==> config.mk <==
export PLATFORM = sky130hd
export DESIGN_NAME = popcount_stream_acc
export DESIGN_NICKNAME = d
export VERILOG_FILES = /design/src/rtl/popcount_stream_acc.sv
export SDC_FILE = /design/constraint.sdc
export NUM_CORES = 1
export LEC_CHECK = 0
export ABC_AREA = 0
export ABC_CLOCK_PERIOD_IN_PS = 2700
export BUFFER_PORTS_ARGS = -buffer_cell sky130_fd_sc_hd__buf_4
export CORE_ASPECT_RATIO = 1.4
export CORE_UTILIZATION = 51
export DETAILED_ROUTE_END_ITERATION = 16
export GPL_TIMING_DRIVEN = 1
export PLACE_DENSITY_LB_ADDON = 0.1
export SLEW_MARGIN = 20
export SYNTH_ARGS = -nofsm -noshare
export SYNTH_HDL_FRONTEND = slang
export SYNTH_SLANG_ARGS = --single-unit
==> constraint.sdc <==
create_clock -name clk -period 2.7 [get_ports clk]
set_input_delay 0.405 -clock clk [delete_from_list [all_inputs] [get_ports clk]]
set_output_delay 0.405 -clock clk [all_outputs]
set_load 0.03 [all_outputs]
==> src/rtl/popcount_stream_acc.sv <==
// Streaming popcount accumulator: sums per-beat set-bit counts over a frame and
// emits the total with a ternary decision against two thresholds.
module popcount_stream_acc #(
  parameter  int WIDTH = 22,
  parameter  int BEATS = 4,
  parameter  int DROP  = 4,
  localparam int CW    = $clog2(WIDTH*BEATS+1)
) (
  input  logic             clk,
  input  logic             rst_n,
  input  logic             in_valid,
  output logic             in_ready,
  input  logic [WIDTH-1:0] in_data,
  input  logic             in_last,
  input  logic             approx_en,
  input  logic [CW-1:0]    thr_pos,
  input  logic [CW-1:0]    thr_neg,
  output logic             out_valid,
  input  logic             out_ready,
  output logic [CW-1:0]    out_count,
  output logic [1:0]       out_tern
);

  localparam int BW = (BEATS > 1) ? $clog2(BEATS) : 1;
  localparam logic [WIDTH-1:0] KEEP_MASK = ~((WIDTH'(1) << DROP) - WIDTH'(1));
  localparam logic [CW-1:0]    BIAS      = CW'(DROP >> 1);

  typedef enum logic [1:0] {ACCEPT, CLOSED, RESULT} state_t;

  state_t          state, state_nxt;
  logic [BW-1:0]   beat_idx;
  logic            approx_q;
  logic            approx_cur;
  logic            accept;
  logic            frame_end;
  logic [CW-1:0]   beat_val;
  logic            s1_valid;
  logic            s1_last;
  logic [CW-1:0]   s1_cnt;
  logic [CW-1:0]   acc;
  logic [CW-1:0]   total;

  function automatic logic [CW-1:0] popcnt(input logic [WIDTH-1:0] d);
    logic [CW-1:0] c;
    c = '0;
    for (int i = 0; i < WIDTH; i++) c = c + CW'(d[i]);
    return c;
  endfunction

  assign in_ready  = (state == ACCEPT);
  assign accept    = in_valid && in_ready;
  assign frame_end = in_last || (beat_idx == BW'(BEATS-1));
  // Approx mode is taken live on the first beat and from the latch afterwards
  assign approx_cur = (beat_idx == '0) ? approx_en : approx_q;
  assign beat_val   = approx_cur ? popcnt(in_data & KEEP_MASK) + BIAS : popcnt(in_data);
  assign total      = acc + s1_cnt;

  always_ff @(posedge clk or negedge rst_n) begin
    if (!rst_n) begin
      beat_idx <= '0;
      approx_q <= 1'b0;
    end else if (accept) begin
      if (beat_idx == '0) approx_q <= approx_en;
      beat_idx <= frame_end ? '0 : beat_idx + BW'(1);
    end
  end

  always_ff @(posedge clk or negedge rst_n) begin
    if (!rst_n) begin
      s1_valid <= 1'b0;
      s1_last  <= 1'b0;
      s1_cnt   <= '0;
    end else begin
      s1_valid <= accept;
      s1_last  <= accept && frame_end;
      s1_cnt   <= accept ? beat_val : '0;
    end
  end

  // Accumulate stage; the result registers only change when a frame closes
  always_ff @(posedge clk or negedge rst_n) begin
    if (!rst_n) begin
      acc       <= '0;
      out_valid <= 1'b0;
      out_count <= '0;
      out_tern  <= 2'b00;
    end else begin
      if (out_valid && out_ready) out_valid <= 1'b0;
      if (s1_valid) begin
        if (s1_last) begin
          acc       <= '0;
          out_valid <= 1'b1;
          out_count <= total;
          if (total >= thr_pos)     out_tern <= 2'b01;
          else if (total < thr_neg) out_tern <= 2'b11;
          else                      out_tern <= 2'b00;
        end else begin
          acc <= total;
        end
      end
    end
  end

  always_ff @(posedge clk or negedge rst_n) begin
    if (!rst_n) state <= ACCEPT;
    else        state <= state_nxt;
  end

  always_comb begin
    state_nxt = state;
    unique case (state)
      ACCEPT: if (accept && frame_end) state_nxt = CLOSED;
      CLOSED: begin
        if (out_valid && out_ready) state_nxt = ACCEPT;
        else if (out_valid)         state_nxt = RESULT;
      end
      RESULT: if (out_valid && out_ready) state_nxt = ACCEPT;
      default: state_nxt = ACCEPT;
    endcase
  end

endmodule

==> metrics.md, run 1 <==
| Metric | Value |
|---|---|
| Synthesized area | 2750 sq um |
| Antenna violations before repair | 0 |
| WP data arrival | 4050 ps |
| Setup slack after layout | -1220 ps |
| Top post-synthesis cells by area | dfrtp_1 (26%), fa_1 (20%), ha_1 (15%) |
| Cell internal pwr | approximately 2.3 mW |
| Top-count cell post-synth | inv_1 |
| Tot Pwr | 4.05 mW |
| Initial DRC count | 94 |
| Routed Antenna Nets | 0 |
| Dpl hpwl | 4.81 mm |
| Root Buffer | clkbuf_8 |
| Switching pwr | 1.78 mW |
| Layout cells sized above 1 | 0.347 |
| Core area | 5160 sq um |
| Hold Path Class | in2async |
| Unrepaired setup endpoints after global routing | true |
| 1st-pass router iterations | 6 |
| Seq cells post-synth | 29 |
| Register Area | 726 sq um |
| Count of cell types in the netlist | between 40 and 50 |
| Status | finished, violations left |
| First-pass GRT wire length | between 9 and 10 mm |
| Number of remaining DRC errors | 0 |
| Synthesized instance count | 282 |
| Register area share after synthesis | 0.264 |
| # IOs | 53 |
| Routed WL | 6.05 mm |
| Site Rows | 31 |
| Worst-margin pin slew | around 610 ps |
| Area leader, netlist | dfrtp_1 |
| Fraction of registers with async set or reset after synthesis | 1.00 |
| Area of the multi-input gates | 1890 sq um |
| Antenna Diode Count | 0 |
| Ys flop type | dfrtp_1 |
| Sequential share of power | 0.174 |
| Crit-path max FO | 2 |
| Vias in the first global route | 2,296 |
| Worst skew pair latency | 280 ps |
| Gr ovfl total | 0 |
| Place WS | -1590 ps |
| Fill cells | 384 |
| H-tree depth | 2 |
| Final core occ | 0.720 |
| Tot GR Track Use | 0.225 |
| Failing checks | setup timing |
| Crit path capture type | flip-flop |
| Crit share post-route | 1.45 |
| Avg Inst Size Synth | 9.73 sq um |
| Yosys warns | 0 |
| Layout Nets | between 400 and 500 |
| Cts bufs inserted | 5 |
| Gpl congestion | 0.785 |
| Hold Violations, Final | 0 |
| Via count | 2,232 |
| Worst setup SP type | input port |
| Syn Nets | 386 |
| Area share of the largest cell type after synthesis | 0.264 |
| Synth top cells by count | inv_1 (70), ha_1 (34), dfrtp_1 (29) |
| TritonCTS clock tree | done |
| Chip width | 64.0 microns |
| Port bufs | 52 |
| TritonCTS Sinks | 29 |
| Leak pwr | 1.98 nW |
| Synth-to-layout area growth | 35.3% |
| Post-synth EDFFs | 0 |
| CP Data Required Time | 2830 ps |
| Initial core utilization | 0.532 |
| Final Max Slew Viols | 0 |
| Die area | ~5700 sq um |
| Crit Path Class | in2reg |
| Slew HR | 0.580 |
| Sw Ratio | 0.439 |
| Fmax achieved | roughly 260 MHz |
| Setup Skew | 12.3 ps |
| Worst-path clk slew | 70 ps |
| Vias/cell | 5.17 |
| Power Density | around 1100 nW/um^2 |
| VDD IR max | 0.000594 V |
| Final Setup Violations | 5 |
| Die Y | 88.8 microns |
| Combinational power share | 0.711 |
| Max-Cap Viols | 0 |
| Wirelength per Cell | 14.0 microns |
| Largest net degree at the start of global routing | 30 |
| Longest Clk Path Bufs | 2 |
| Clock share of power | 0.115 |
| Min cycle time layout | 3920 ps |
[worst max-delay path: stages]
cell      delay, ps
buf_8            90
inv_12           30
fa_1            530
inv_1            50
fa_1            490
inv_2            40
fa_1            500
fa_2            440
fa_1            500
inv_2            50
ha_4            160
fa_2            380
a21oi_1         160
nor2_1           50
nor2_1           90
a211oi_1         70
[state kept, by name, indices dropped and copies added, names as in the netlist]
| name | flops |
|---|---|
| s1_cnt | 5 |
| s1_valid | 1 |
| state | 2 |
| out_valid | 1 |
| out_tern | 2 |
| approx_q | 1 |
| s1_last | 1 |
| acc | 7 |
| out_count | 7 |
| beat_idx | 2 |
[per-stage QoR]
step / hold slack, ps / setup TNS, ps / instances / cell area (sq um)
3_5_place_dp: 354 / -7190 / 420 / 3440
4_1_cts: 52.4 / -5260 / 430 / 3630
5_1_grt: 67.0 / -6030 / 432 / 3710
2_1_floorplan: 109 / -5430 / 282 / 2810
6_report: 43.0 / -5360 / 432 / 3710
3_3_place_gp: 354 / -6940 / 420 / 3440
[final timing paths]
| kind | start | end | slack (ps) | cells past startpoint |
|---|---|---|---|---|
| setup reg to reg | acc[0] | out_tern[1] | 30 | 10 |
| min in group clk | out_ready | state[1] | 340 | 2 |
| setup / recovery | in_data[11] | s1_cnt[4] | -1220 | 16 |
| hold / removal | rst_n | out_count[3] | 40 | 1 |
| hold reg to reg | state[1] | state[0] | 470 | 1 |
| max in group asynchronous | rst_n | acc[0] | 2370 | 1 |
[routing by layer]
layer | share of wire | GRT usage | wire length [microns] | vias to the layer above
li1 | - | - | - | 1095
met1 | 0.36 | 0.227 | 2170 | 1084
met2 | 0.59 | 0.455 | 3570 | 44
met3 | 0.032 | 0.0322 | 194 | 9
met4 | 0.019 | 0.0930 | 116 | 0
met5 | 0 | 0 | 0 | -
[final cells by class]
cell class	count	share of cell area
inverter	71	0.0751
clock inverter	1	0.00809
timing repair buffer	79	0.166
sequential	29	0.195
tap	66	0.0222
clock buffer	7	0.0232
multi-input combinational	179	0.510
[cells in the final DEF, fill, tap and decap left out, types with 5 or more instances in the layout]
master and count:
inv_1 62, fa_1 23, fa_2 5, inv_2 8
a21oi_1 9, ha_1 27, nand2_1 15, mux2_2 5
ha_4 6, o21ai_0 8, nor2_1 11, o31ai_1 6
nand4_1 5, clkbuf_8 6, dfrtp_1 29, buf_4 74
[kinds of logic (layout without fill, tap and decap cells)]
logic type / Yosys count / in the layout / share of synthesized area
xor gates and xnor gates: 5 / 5 / 0.0160
buffers and inverters: 74 / 158 / 0.104
AOI/OAI and AO/OA: 54 / 54 / 0.137
DFF: 29 / 29 / 0.264
and+or+nand+nor: 51 / 51 / 0.0921
adders and majority gates: 62 / 62 / 0.359
muxes: 7 / 7 / 0.0278
[what timing repair did]
item	4_1_cts	5_1_grt
hold buffers	0	0
gates resized for setup	15	12
pin swaps	15	10
endpoints found under the setup margin	7	7
setup buffers	2	2
[power groups by stage]
| stage | clock, mW | combinational, mW | sequential (mW) |
|---|---|---|---|
| after floorplan | 0 | 1.60 | 0.789 |
| after global placement | 0 | 2.39 | 0.706 |
| after detailed placement | 0 | 2.48 | 0.713 |
| after CTS | 0.471 | 2.66 | 0.706 |
| after global routing | 0.489 | 3.21 | 0.726 |
| final | 0.465 | 2.88 | 0.707 |
No activity file was read; power rests on OpenSTA's default activity.
==> run 2: changes to the inputs <==
--- a/config.mk
+++ b/config.mk
@@ -13,6 +13,7 @@
 export DETAILED_ROUTE_END_ITERATION = 16
 export GPL_TIMING_DRIVEN = 1
 export PLACE_DENSITY_LB_ADDON = 0.1
+export SETUP_SLACK_MARGIN = 0.05
 export SLEW_MARGIN = 20
 export SYNTH_ARGS = -nofsm -noshare
 export SYNTH_HDL_FRONTEND = slang
==> run 2 against run 1 <==
The run still ends with setup timing left. Clock power about the same. Hold slack about the same. Critical path depth unchanged. Cell area up 0.30%. Global-route usage unchanged. Worst setup slack better by 6.2 ps. Sequential cell count unchanged. Sequential power about the same. Highest routed layer unchanged. Via count down 0.13%. Cell count up 0.23%.
==> metrics.md, run 2 (synthesized netlist as in run 1, its figures left out) <==
| Metric | Value |
|---|---|
| Wirelength per Cell | 14.0 microns |
| Buffer and inverter count on the worst path | 5 |
| Synth-to-layout area growth | 35.7% |
| Hold_ws | 42.9 ps |
| Site Rows | 31 |
| TritonCTS clock tree | done |
| Port bufs | 52 |
| Tot Pwr | 4.06 mW |
| H-tree depth | 2 |
| Antenna Diode Count | 0 |
| Number of remaining DRC errors | 0 |
| Gpl congestion | 0.785 |
| Status | finished, violations left |
| Setup Skew | 12.7 ps |
| Regs by FF count | acc x7, out_count x7, s1_cnt x5 |
| GR peak layer | met2 |
| Layout cells sized above 1 | 0.351 |
| Commonest non-fill, non-tap cells in the layout | buf_4 (75), inv_1 (62), dfrtp_1 (29) |
| Crit Path Class | in2reg |
| Routed Antenna Nets | 0 |
| Leading cell type in the layout, fill and taps excluded | buf_4 |
| FF-to-FF setup slack | 40 ps |
| Hold Violations, Final | 0 |
| Worst setup path end | s1_cnt[4] |
| Initial core utilization | 0.532 |
| Leak pwr | 1.99 nW |
| Worst skew pair latency | 280 ps |
| VDD IR max | 0.000594 V |
| Antenna violations before repair | 0 |
| Via count | between 2,000 and 2,500 |
| Fill cells | 385 |
| Dpl hpwl | 4.81 mm |
| Placed Area | 3440 sq um |
| Cell count along the critical path | 16 |
| Post-Layout Inst Area | 3720 sq um |
| Final Setup Violations | 5 |
| Layout Nets | 470 |
| Crit path from | in_data[11] |
| Routed WL | 6.05 mm |
| Longest Clk Path Bufs | 2 |
| Crit-path max FO | 2 |
| Gr ovfl total | 0 |
| Tot GR Track Use | 0.225 |
| CP top delay family | adder cells |
| Unrepaired setup endpoints after global routing | true |
| Core area | 5160 sq um |
| Largest net degree at the start of global routing | 30 |
| 1st-pass router iterations | 4 |
| Slowest CP cell | fa_1 |
| Cts bufs inserted | 5 |
| GR Util met1 | 0.227 |
| Power Density | ~1100 nW/um^2 |
| Die Y | 88.8 microns |
| GR Util met3 | 0.0322 |
| Crit share post-route | 1.45 |
| Initial DRC count | 69 |
| Vias/cell | 5.15 |
| Worst-path clk slew | approximately 70 ps |
| Chip width | 64.0 microns |
| WP data arrival | roughly 4000 ps |
| Fmax achieved | about 260 MHz |
| Root Buffer | clkbuf_8 |
| Vias in the first global route | 2,298 |
| First-pass GRT wire length | 9.67 mm |
| Min cycle time layout | 3910 ps |
| Met2 Use GR | 0.455 |
| CP dominant cell by count | fa_1 |
| Worst setup SP type | input port |
| Dpl cells | 420 |
| Launch point of the worst reg-to-reg path | acc[0] |
| Reg2Reg Depth | 10 |
| Final Max Slew Viols | 0 |
| Worst-margin pin slew | slightly above 600 ps |
| Fin cells | 433 |
| Crit path largest cell delay | 530 ps |
| # IOs | 53 |
| Setup slack after layout | -1210 ps |
| TritonCTS Sinks | 29 |
| CP Data Required Time | between 2000 and 3000 ps |
| Hold Path Class | in2async |
| RR Endpoint | out_tern[1] |
| Max-Cap Viols | 0 |
| Crit-path cells | buf_8 > inv_12 > fa_1 > inv_1 > fa_1 > inv_2 > fa_1 > fa_2 > fa_1 > inv_2 > ha_4 > fa_2 > a21oi_1 > nor2_1 > nor2_1 > a211oi_1 |
| Crit path capture type | flip-flop |
| Failing checks | setup timing |
| Place WS | -1590 ps |
| Slew HR | 0.578 |
| Die area | 5680 sq um |
run 2: cell types whose count changed in the layout (fill, tap and decap cells not counted), sizes merged:
cell	change
buf	+1
run 2: worst min-delay path by stage:
stage,startpoint,endpoint
2_1_floorplan,rst_n,acc[0]
3_3_place_gp,rst_n,acc[5]
3_5_place_dp,rst_n,acc[5]
4_1_cts,rst_n,acc[5]
5_1_grt,rst_n,acc[5]
6_report,rst_n,out_count[3]
run 2: final cells by class:
cell class / count / area (sq um) / area share
tap: 66 / 82.6 / 0.0222
multi-input combinational: 179 / 1900 / 0.510
clock inverter: 1 / 30.0 / 0.00806
clock buffer: 7 / 86.3 / 0.0232
sequential: 29 / 726 / 0.195
inverter: 71 / 279 / 0.0749
timing repair buffer: 80 / 623 / 0.167
run 2: power by group:
| part | internal [mW] | leakage (nW) | switching, mW | total [mW] |
|---|---|---|---|---|
| registers | 0.591 | 0.366 | 0.115 | 0.706 |
| clock network | 0.301 | 0.0585 | 0.164 | 0.465 |
| logic | 1.39 | 1.57 | 1.50 | 2.89 |
| total | 2.28 | 1.99 | 1.78 | 4.06 |
run 2: repair_timing:
item                                    CTS  global route
endpoints found under the hold margin     0             0
gates resized for setup                  16            12
hold buffers                              0             0
pin swaps                                17            10
setup buffers                             3             2
cloned                                    0             0
endpoints found under the setup margin    7             7
run 2: stage by stage:
| stage | TNS [ps] | utilization |
|---|---|---|
| 5_1_grt | -5990 | 0.722 |
| 2_1_floorplan | -5430 | - |
| 6_report | -5350 | 0.722 |
| 3_5_place_dp | -7190 | 0.667 |
| 4_1_cts | -5260 | 0.705 |
| 3_3_place_gp | -6940 | 0.667 |
run 2: per-layer routing:
metal / share of wire / wire length (microns)
met1: 0.36 / 2180
met3: 0.033 / 199
met4: 0.019 / 116
met2: 0.59 / 3560
met5: 0 / 0
